**src/rtl/stoch_square_root_nch.sv**
```systemverilog
// ============================================================================
// Module   : stoch_square_root_nch
// Brief    : NUM_CH-channel stochastic square root sharing one 64-bit LFSR.
// Revision : 1.0
// ============================================================================
`default_nettype none

module stoch_square_root_nch #(
    parameter int          NUM_CH       = 4,
    parameter int          CW           = 10,
    parameter int          STEP         = 4,
    parameter int          RAND_W       = 9,
    parameter int          LO_CLAMP     = -100,
    parameter int          HI_CLAMP     = 507,
    parameter int          DECORR_DEPTH = 4,
    parameter logic [63:0] SEED         = 64'hACE1_2468_BDF1_3579
) (
    input  logic              CLK,
    input  logic              nRST,
    input  logic              en,
    input  logic              clr,
    input  logic [NUM_CH-1:0] a,
    output logic [NUM_CH-1:0] y,
    output logic [NUM_CH-1:0] sat_hi
);

    localparam logic signed [CW+1:0] STEP_S = (CW+2)'(STEP);
    localparam logic signed [CW+1:0] LO_S   = (CW+2)'(LO_CLAMP);
    localparam logic signed [CW+1:0] HI_S   = (CW+2)'(HI_CLAMP);

    logic [63:0] lfsr;
    logic        lfsr_fb;

    // Fibonacci taps 64,63,61,60 map to bit indices 63,62,60,59
    assign lfsr_fb = lfsr[63] ^ lfsr[62] ^ lfsr[60] ^ lfsr[59];

    always_ff @(posedge CLK or negedge nRST) begin
        if (!nRST) begin
            lfsr <= SEED;
        end else if (en) begin
            lfsr <= {lfsr[62:0], lfsr_fb};
        end
    end

    for (genvar i = 0; i < NUM_CH; i++) begin : g_ch
        logic signed [CW-1:0]     cnt;
        logic                     b_and;
        logic [DECORR_DEPTH-1:0]  dly;
        logic                     sat;
        logic signed [CW+1:0]     cnt_x;
        logic signed [CW+1:0]     sum;
        logic signed [CW+1:0]     nxt_x;
        logic signed [CW-1:0]     nxt;
        logic signed [CW:0]       nxt_c;
        logic signed [CW:0]       r_c;
        logic                     y_c;
        logic                     dly_out;

        assign dly_out = dly[DECORR_DEPTH-1];

        always_comb begin
            cnt_x = {{2{cnt[CW-1]}}, cnt};
            sum   = cnt_x;
            if (a[i]) begin
                sum = sum + STEP_S;
            end
            if (b_and) begin
                sum = sum - STEP_S;
            end
            if (sum < LO_S) begin
                nxt_x = LO_S;
            end else if (sum > HI_S) begin
                nxt_x = HI_S;
            end else begin
                nxt_x = sum;
            end
            nxt   = nxt_x[CW-1:0];
            nxt_c = {nxt[CW-1], nxt};
            // Random word is always nonnegative, so zero-extend before the signed compare
            r_c   = {{(CW+1-RAND_W){1'b0}}, lfsr[i*RAND_W +: RAND_W]};
            y_c   = nRST & en & ~clr & (nxt_c > r_c);
        end

        always_ff @(posedge CLK or negedge nRST) begin
            if (!nRST) begin
                cnt   <= '0;
                b_and <= 1'b0;
                dly   <= '0;
                sat   <= 1'b0;
            end else if (clr) begin
                cnt   <= '0;
                b_and <= 1'b0;
                dly   <= '0;
                sat   <= 1'b0;
            end else if (en) begin
                cnt   <= nxt;
                dly   <= (dly << 1) | DECORR_DEPTH'(y_c);
                b_and <= y_c & dly_out;
                sat   <= sat | (sum >= HI_S);
            end
        end

        assign y[i]      = y_c;
        assign sat_hi[i] = sat;
    end : g_ch

endmodule

`default_nettype wire
```
**config.mk**
```make
export PLATFORM = sky130hd
export DESIGN_NAME = stoch_square_root_nch
export DESIGN_NICKNAME = d
export VERILOG_FILES = /design/src/rtl/stoch_square_root_nch.sv
export SDC_FILE = /design/constraint.sdc
export NUM_CORES = 1
export LEC_CHECK = 0
export CAP_MARGIN = 20
export CORE_UTILIZATION = 45
export DETAILED_ROUTE_END_ITERATION = 10
export SYNTH_ARGS = -nofsm -noshare
export SYNTH_HDL_FRONTEND = slang
export SYNTH_SLANG_ARGS = --single-unit
```
**constraint.sdc**
```tcl
create_clock -name CLK -period 26.9 [get_ports CLK]
set_input_delay 8.07 -clock CLK [delete_from_list [all_inputs] [get_ports CLK]]
set_output_delay 8.07 -clock CLK [all_outputs]
set_load 0.005 [all_outputs]
```
======== After elaboration in Yosys (flattened, before gate mapping) ========
Index checks and enable logic that the tools add are counted.
word-level totals
  flip-flop bits (word level) ............. 128
  bits of input ports ..................... 8
  output and inout bits ................... 8
  logic and storage cells ................. 112
cells by class
  $add $sub $neg .......................... 8
  order comparisons ....................... 16
  muxes and demuxes ....................... 48
  bitwise logic cells ..................... 22
  reductions and logical operators ........ 1
operators with widths
  kind                   number
  $mux 10                16
  $mux 12                8
  $ge 12x10->1 const B   4
  $gt 12x10->1 const B   4
  $lt 12x8->1 const B    4
  $sub 12x4->12 const B  4
  $add 10x4->11 const B  4
  $gt 10x10->1           4
  $mux 4                 8
  $mux 1                 16
  $or 4x1->4             4
  $and 1x1->1            10
  $or 1x1->1             4
  $xor 1x1->1            3
  $reduce_bool 2->1      1
  $not 1->1              1

======== Longest topological paths before layout ========
Gate-level depths: netlist of the first run.
  depth after elaboration ................. 12
  mapped depth ............................ 23

======== Worst setup path after synthesis of the first run ========
No wires, ideal clock.
  kind .................................... input port to output port
  start ................................... input a[1]
  end ..................................... output y[1]
  arrival ................................. 11646 ps
  required time ........................... 18830 ps
  path slack .............................. 7184 ps
  stages .................................. 19
  path buffers ............................ 2
  cell sequence ........................... buf_6 xnor2_1 ha_1 nor3b_1 a21oi_1 a21oi_1 a211oi_1 a2111o_1 or2_1 and2_4 or3_1 ha_1 nand3_1 o21ai_0 a21o_1 a21o_1 a21oi_1 nor4_1 buf_4
on the way
  word-level cells in the longest chain between the ends .. 8
RTL lines
  item              line  source
  start, declared   22    input logic [NUM_CH-1:0] a,
  $mux 12 (*)       64    if (a[i]) begin
  $sub 12x4->12     68    sum = sum - STEP_S;
  $mux 12 (*)       67    if (b_and) begin
  $gt 12x10->1      72    end else if (sum > HI_S) begin
  $mux 10           72
  $mux 10 (*)       70    if (sum < LO_S) begin
  $gt 10x10->1 (*)  81    y_c = nRST & en & ~clr & (nxt_c > r_c);
  $and 1x1->1 (*)   81
  end, declared     23    output logic [NUM_CH-1:0] y,
Every way passes the cells marked *; elsewhere a longest branch is shown, timed or not.

======== Final worst setup path of the first run ========
Same ends and word-level chain as after synthesis.

==> metrics.md, run 1 <==
| Metric | Value |
|---|---|
| Distinct cells, synth | `89` |
| Root buffer cell | `clkbuf_16` |
| Clock tree sinks | `128` |
| Total I/O pin count | `16` |
| Initial Util | `46.6%` |
| Terminus of the critical flop-to-flop path | `g_ch[1].b_and` |
| Top FF cell, synth | `dfrtp_1` |
| Hold Vio Cnt, Final | `0` |
| First-pass detailed-route iteration total | `5` |
| Global Route Usage Sum | `20.5%` |
| IO buf count | `15` |
| GP Congestion | `0.880` |
| Mapped Area | `8830 um2` |
| Post-synth ARST share | `100%` |
| Critical Setup Path Class | `in2out` |
| Setup_tns | `0 ps` |
| Critical path arrival | `13240 ps` |
| DR vias | `6821` |
| Share of cells above drive strength 1 | `15.7%` |
| Status | `complete, no violations` |
| Crit-path leading delay family | `simple AND/OR/NAND/NOR gates` |
| Crit path capture type | `output pin` |
| Crit Path Max Fanout | `12` |
| First-pass GRT wire length | `33000 um` |
| Crit path largest cell delay | `770 ps` |
| DRT Wirelength | `19100 um` |
| TritonCTS clock tree | `done` |
| DRC Markers | `0` |
| CTS Hold Bufs | `0` |
| Row count | `50` |
| Core outline area | `19000 um2` |
| Min Tclk post-route | `21310 ps` |
| Most common cell after layout, fill and taps aside | `dfrtp_1` |
| Post-Syn Nets | `1023` |
| Total power | `0.660 mW` |
| Area of the die | `20200 um2` |
| Mapped Cells | `971` |
| R2R setup slack | `21990 ps` |
| Initial antenna violation count | `0` |
| Slew headroom | `39.8%` |
| Post_cts resized | `0` |
| Worst r2r src | `g_ch[1].cnt[2]` |
| CP Capture Point | `y[1]` |
| Fmax | `0.0469 GHz` |
| Detail Route Antenna Nets | `0` |
| Worst Tran Pin Value | `904 ps` |
| CTS max path bufs | `2` |
| Worst vdd ir | `56.1 uV` |
| Worst Hold Class | `reg2reg` |
| Most frequent cells in the layout | `95 x dfrtp_1, 89 x nand2_1, 85 x nor2_1, 74 x o21ai_0, 60 x inv_1` |
| Final Slew Violations | `0` |
| Stages on the worst setup path | `19` |
| Most common cell on crit path | `a21oi_1` |
| Largest net degree at the start of global routing | `82` |
| Ant. Diodes | `0` |
| Total CTS buffers | `17` |
| #FFs+latches synth | `128` |
| Final setup viols | `0` |
| CTS H-tree lvls | `4` |
| Yosys warnings | `0` |
| Via density | `5.56` |
| Synthesized area per cell | `9.09 um2` |
| Slowest-stage cell, CP | `clkdlybuf4s50_1` |
| DRT iter0 DRCs | `327` |
| WP data required | `18830 ps` |
| CP startpoint | `a[1]` |
| Critical path buffers and inverters | `2` |
| Reg2reg path depth | `19` |
| Number of global-route vias before repair | `6459` |
| Die Height | `142 um` |
| GR Overflow Total | `0` |
| Setup Fix Bufs, Post-CTS | `0` |
| Tcrit/Tclk final | `79.2%` |
| RSZ-0062 raised after global routing | `false` |
| Clock Skews | `10.7 ps` |
| PwrDens | `68.1 nW/um2` |
| Post-synthesis sequential area ratio | `36.7%` |
| Wire per inst | `15.6 um` |
| EDFF count, synth | `0` |
| Width of the chip | `142 um` |
| Reg clk slew, reported paths | `60 ps` |
| Critical Path Source Type | `input port` |
| Post-DP HPWL | `13200 um` |
| Leak pwr | `4.17 nW` |
| Worst-Skew Late Latency | `420 ps` |
| Max_cap viols | `0` |
| CP Cell Sequence | `clkdlybuf4s50_1 -> mux2i_1 -> ha_1 -> nor3b_1 -> a21oi_1 -> a21oi_1 -> a211oi_1 -> a2111o_1 -> or2_1 -> and2_4 -> or3_1 -> ha_1 -> nand3_1 -> o21ai_0 -> a21o_1 -> a21o_1 -> a21oi_1 -> nor4_1 -> clkdlybuf4s50_1` |
| Area Growth Syn to Fin | `9.78%` |
| Final nets | `1005` |
## registers in the layout (all words and copies together) (netlist names)
signal / flops
g_ch.sat: 4
lfsr: 64
g_ch.dly: 16
g_ch.b_and: 4
g_ch.cnt: 40
## where the power goes
part / switching [mW] / internal [mW]
clock: 0.0884 / 0.167
combinational: 0.0777 / 0.0679
sequential: 0.0241 / 0.235
## tightest hold or removal path, stage by stage (launching register included)
cell and delay [ps]:
dfstp_2 370, nand2_1 40, o21ai_0 70
## cells by family after synthesis
kind of cell | synth area share [%]
buffers and inverters | 5.81
AO/OA/AOI/OAI | 20.1
XOR/XNOR | 6.76
flip-flops | 36.7
multiplexers | 6.60
adder cells (fa/ha/maj) | 6.23
AND/OR/NAND/NOR | 17.7
## final cells by class
type / instances / area (um2)
Sequential cell: 128 / 3240
Multi-Input combinational cell: 727 / 5070
Fill cell: 1756 / 9260
Inverter: 60 / 225
Clock inverter: 14 / 213
Timing Repair Buffer: 19 / 174
Tap cell: 260 / 325
Clock buffer: 18 / 439
## synthesized netlist by cell type, types with 7 or more instances
master / number / area share, %
nand3_1: 29 / 1.6
o21a_1: 9 / 0.77
mux2i_1: 20 / 2.3
a21oi_1: 45 / 2.6
nor2_1: 85 / 3.6
xor2_1: 23 / 2.3
mux2_2: 34 / 4.3
a31oi_1: 15 / 1.1
nor3_1: 17 / 0.96
buf_2: 7 / 0.40
a22o_1: 8 / 0.79
dfrtp_1: 95 / 27
xnor2_1: 42 / 4.2
a21o_1: 22 / 1.9
a211oi_1: 15 / 1.3
dfstp_2: 33 / 9.8
clkbuf_1: 30 / 1.3
nand2_1: 89 / 3.8
and2_1: 11 / 0.78
o21ai_0: 74 / 4.2
nand4_1: 15 / 1.1
inv_1: 60 / 2.6
ha_1: 44 / 6.2
buf_4: 12 / 1.0
## worst min-delay path by stage
| stage | endpoint | from | depth (start not counted) | slack (ps) |
|---|---|---|---|---|
| after floorplan | g_ch[0].dly[0] | g_ch[0].dly[0] | 1 | 450 |
| after global placement | g_ch[0].dly[0] | g_ch[0].dly[0] | 1 | 460 |
| after detailed placement | lfsr[20] | lfsr[19] | 2 | 470 |
| after CTS | g_ch[0].dly[0] | g_ch[0].dly[0] | 1 | 480 |
| after global routing | g_ch[0].dly[0] | g_ch[0].dly[0] | 1 | 480 |
| final | lfsr[21] | lfsr[20] | 2 | 480 |
## per-stage QoR
stage / util (%) / cell area [um2] / hold WS [ps] / instances / setup slack, ps
after floorplan: - / 8830 / 449 / 971 / 7180
after global placement: 47.7 / 9040 / 461 / 1194 / 5770
after detailed placement: 47.7 / 9040 / 468 / 1194 / 5620
after CTS: 51.1 / 9690 / 479 / 1226 / 5590
after global routing: 51.1 / 9690 / 481 / 1226 / 5300
final: 51.1 / 9690 / 476 / 1226 / 5590
## per-layer routing
metal	track usage, %	part of all wire (%)	up-vias
li1	-	-	3432
met3	3.70	2.1	18
met1	29.3	51	3285
met5	0	0	-
met2	31.6	46	86
met4	5.21	1.1	0
Note: power is estimated with default switching activity, not from simulation.
==> run 2: changes to the inputs <==
Clock period 26.9 ns to 17.4 ns, I/O delays scaled along.
==> metrics.md, run 2 (synthesized netlist as in run 1, its figures left out) <==
| Metric | Value |
|---|---|
| Post_cts resized | `0 (unchanged)` |
| Share of cells above drive strength 1 | `15.7% (unchanged)` |
| Area Growth Syn to Fin | `9.58%` |
| Core outline area | `19000 um2 (unchanged)` |
| DRT iter0 DRCs | `327 (unchanged)` |
| Crit Path Max Fanout | `12 (unchanged)` |
| Cell Area, Placed | `9040 um2 (unchanged)` |
| Sw frac | `29.6% (+0.74 points)` |
| Most common cell after layout, fill and taps aside | `dfrtp_1` |
| Hold Vio Cnt, Final | `0 (unchanged)` |
| Comb power frac | `22.3% (+0.3 points)` |
| WP data required | `12180 ps (-6650 ps)` |
| First-pass detailed-route iteration total | `4 (-1)` |
| Top reg by flops | `lfsr` |
| Largest net degree at the start of global routing | `82 (unchanged)` |
| Final setup viols | `0 (unchanged)` |
| Largest register FFs | `64 (unchanged)` |
| Wire per inst | `15.6 um (about the same)` |
| First-pass GRT wire length | `32700 um (-0.80%)` |
| Worst Hold Class | `reg2reg` |
| Total I/O pin count | `16 (unchanged)` |
| GR Overflow Total | `0 (unchanged)` |
| Status | `complete, no violations` |
| CTS H-tree lvls | `4 (unchanged)` |
| Number of global-route vias before repair | `6518 (+0.91%)` |
| Min Tclk post-route | `15630 ps` |
| Total CTS buffers | `17 (unchanged)` |
| Post-DP HPWL | `13300 um (+0.84%)` |
| Worst Tran Pin Value | `892 ps (-11.2 ps)` |
| Setup Fix Bufs, Post-CTS | `0 (unchanged)` |
| Power share of the clock group | `38.0% (-0.7 points)` |
| Clock Skews | `7.60 ps (-3.10 ps)` |
| Root buffer cell | `clkbuf_16` |
| Inst Count DP | `1194 (unchanged)` |
| Max_cap viols | `0 (unchanged)` |
| PwrDens | `104 nW/um2 (+53%)` |
| Tcrit/Tclk final | `89.8%` |
| Initial antenna violation count | `0 (unchanged)` |
| Initial Util | `46.6% (unchanged)` |
| DR vias | `6804 (-0.25%)` |
| Crit path capture type | `output pin` |
| DRC Markers | `0 (unchanged)` |
| Via density | `5.55 (-0.25%)` |
| Slew headroom | `40.5% (+0.75 points)` |
| TritonCTS clock tree | `done` |
| Ant. Diodes | `0 (unchanged)` |
| DRT Wirelength | `19200 um (about the same)` |
| Width of the chip | `142 um (unchanged)` |
| Die Height | `142 um (unchanged)` |
| Sequential share of power | `39.7% (+0.4 points)` |
| Power Internal | `0.710 mW (+51%)` |
| Detail Route Antenna Nets | `0 (unchanged)` |
| Worst hold margin | `480 ps (+4.07 ps)` |
| Total power | `1.01 mW (+53%)` |
| CTS max path bufs | `2 (unchanged)` |
| Switching Power | `0.298 mW (+57%)` |
| Critical path arrival | `10410 ps (-2830 ps)` |
| Global Route Usage Sum | `20.4% (-0.053 points)` |
| Row count | `50 (unchanged)` |
| Final instance area | `9680 um2 (-0.18%)` |
| GP Congestion | `0.885 (+0.60%)` |
| Final non-filler cell total | `1226 (unchanged)` |
| Setup_tns | `0 ps (unchanged)` |
| Worst-Skew Late Latency | `420 ps (about the same)` |
| Most frequent cells in the layout | `95 x dfrtp_1, 89 x nand2_1, 85 x nor2_1, 74 x o21ai_0, 60 x inv_1` |
| RSZ-0062 raised after global routing | `false` |
| CTS Hold Bufs | `0 (unchanged)` |
| Area of the die | `20200 um2 (unchanged)` |
| Clock tree sinks | `128 (unchanged)` |
| IO buf count | `15 (unchanged)` |
| Largest regs | `lfsr (64), g_ch.cnt (40), g_ch.dly (16)` |
| Reg clk slew, reported paths | `60 ps (about the same)` |
| Leak pwr | `4.15 nW (-0.47%)` |
| Critical Path Source Type | `input port` |
| Fmax | `0.0640 GHz` |
| Final nets | `1005 (unchanged)` |
| Final Slew Violations | `0 (unchanged)` |
| Critical Setup Path Class | `in2out` |
| Worst vdd ir | `83.0 uV (+48%)` |
-- run 2: changes by cell type in the layout (fill, tap and decap cells not counted) --
cell	previous run	this run
inv_6	1	3
clkinv_2	4	1
clkbuf_8	1	0
clkinv_4	3	4
bufinv_16	5	4
clkinvlp_4	1	3
-- run 2: worst paths after layout --
path	startpoint	end	slack, ps	cells after the start
hold reg to reg	g_ch[0].dly[0]	g_ch[0].dly[0]	480	1
setup / recovery	a[1]	y[1]	1770	19
min in group asynchronous	nRST	g_ch[3].cnt[3]	4760	1
setup reg to reg	g_ch[1].cnt[2]	g_ch[1].b_and	12480	19
hold / removal	g_ch[0].dly[0]	g_ch[0].dly[0]	480	1
max in group asynchronous	nRST	lfsr[43]	11340	2
-- run 2: area by class of cell --
class / instances / area [um2]
Clock buffer: 17 / 425
Clock inverter: 15 / 209
Fill cell: 1788 / 9280
Inverter: 60 / 225
Multi-Input combinational cell: 727 / 5070
Sequential cell: 128 / 3240
Tap cell: 260 / 325
Timing Repair Buffer: 19 / 174
-- run 2: power by group through the flow --
| stage | sequential (mW) | combinational, mW | clock (mW) |
|---|---|---|---|
| after floorplan | 0.390 | 0.185 | 0 |
| after global placement | 0.405 | 0.222 | 0 |
| after detailed placement | 0.405 | 0.224 | 0 |
| after CTS | 0.401 | 0.227 | 0.393 |
| after global routing | 0.409 | 0.258 | 0.404 |
| final | 0.400 | 0.225 | 0.383 |
-- run 2: stage by stage --
stage	util (%)	setup slack, ps
finish	51.0	1770
detailed placement	47.7	1830
global route	51.0	1350
global placement	47.7	1990
CTS	51.0	1800
floorplan	-	3380
-- run 2: metal layers --
layer,vias up,wire length (um),track usage (%)
met5,-,0,0
met4,0,187,5.38
met3,16,534,3.57
met2,103,8660,32.1
met1,3250,9770,28.8
li1,3435,-,-
-- run 2: worst max-delay path: stages --
cell and delay, ps:
clkdlybuf4s50_1 780, mux2i_1 320, ha_1 300, nor3b_1 220
a21oi_1 60, a21oi_1 260, a211oi_1 120, a2111o_1 360
or2_1 250, and2_4 190, or3_1 360, ha_1 280
nand3_1 80, o21ai_0 170, a21o_1 140, a21o_1 100
a21oi_1 60, nor4_1 520, clkdlybuf4s50_1 630
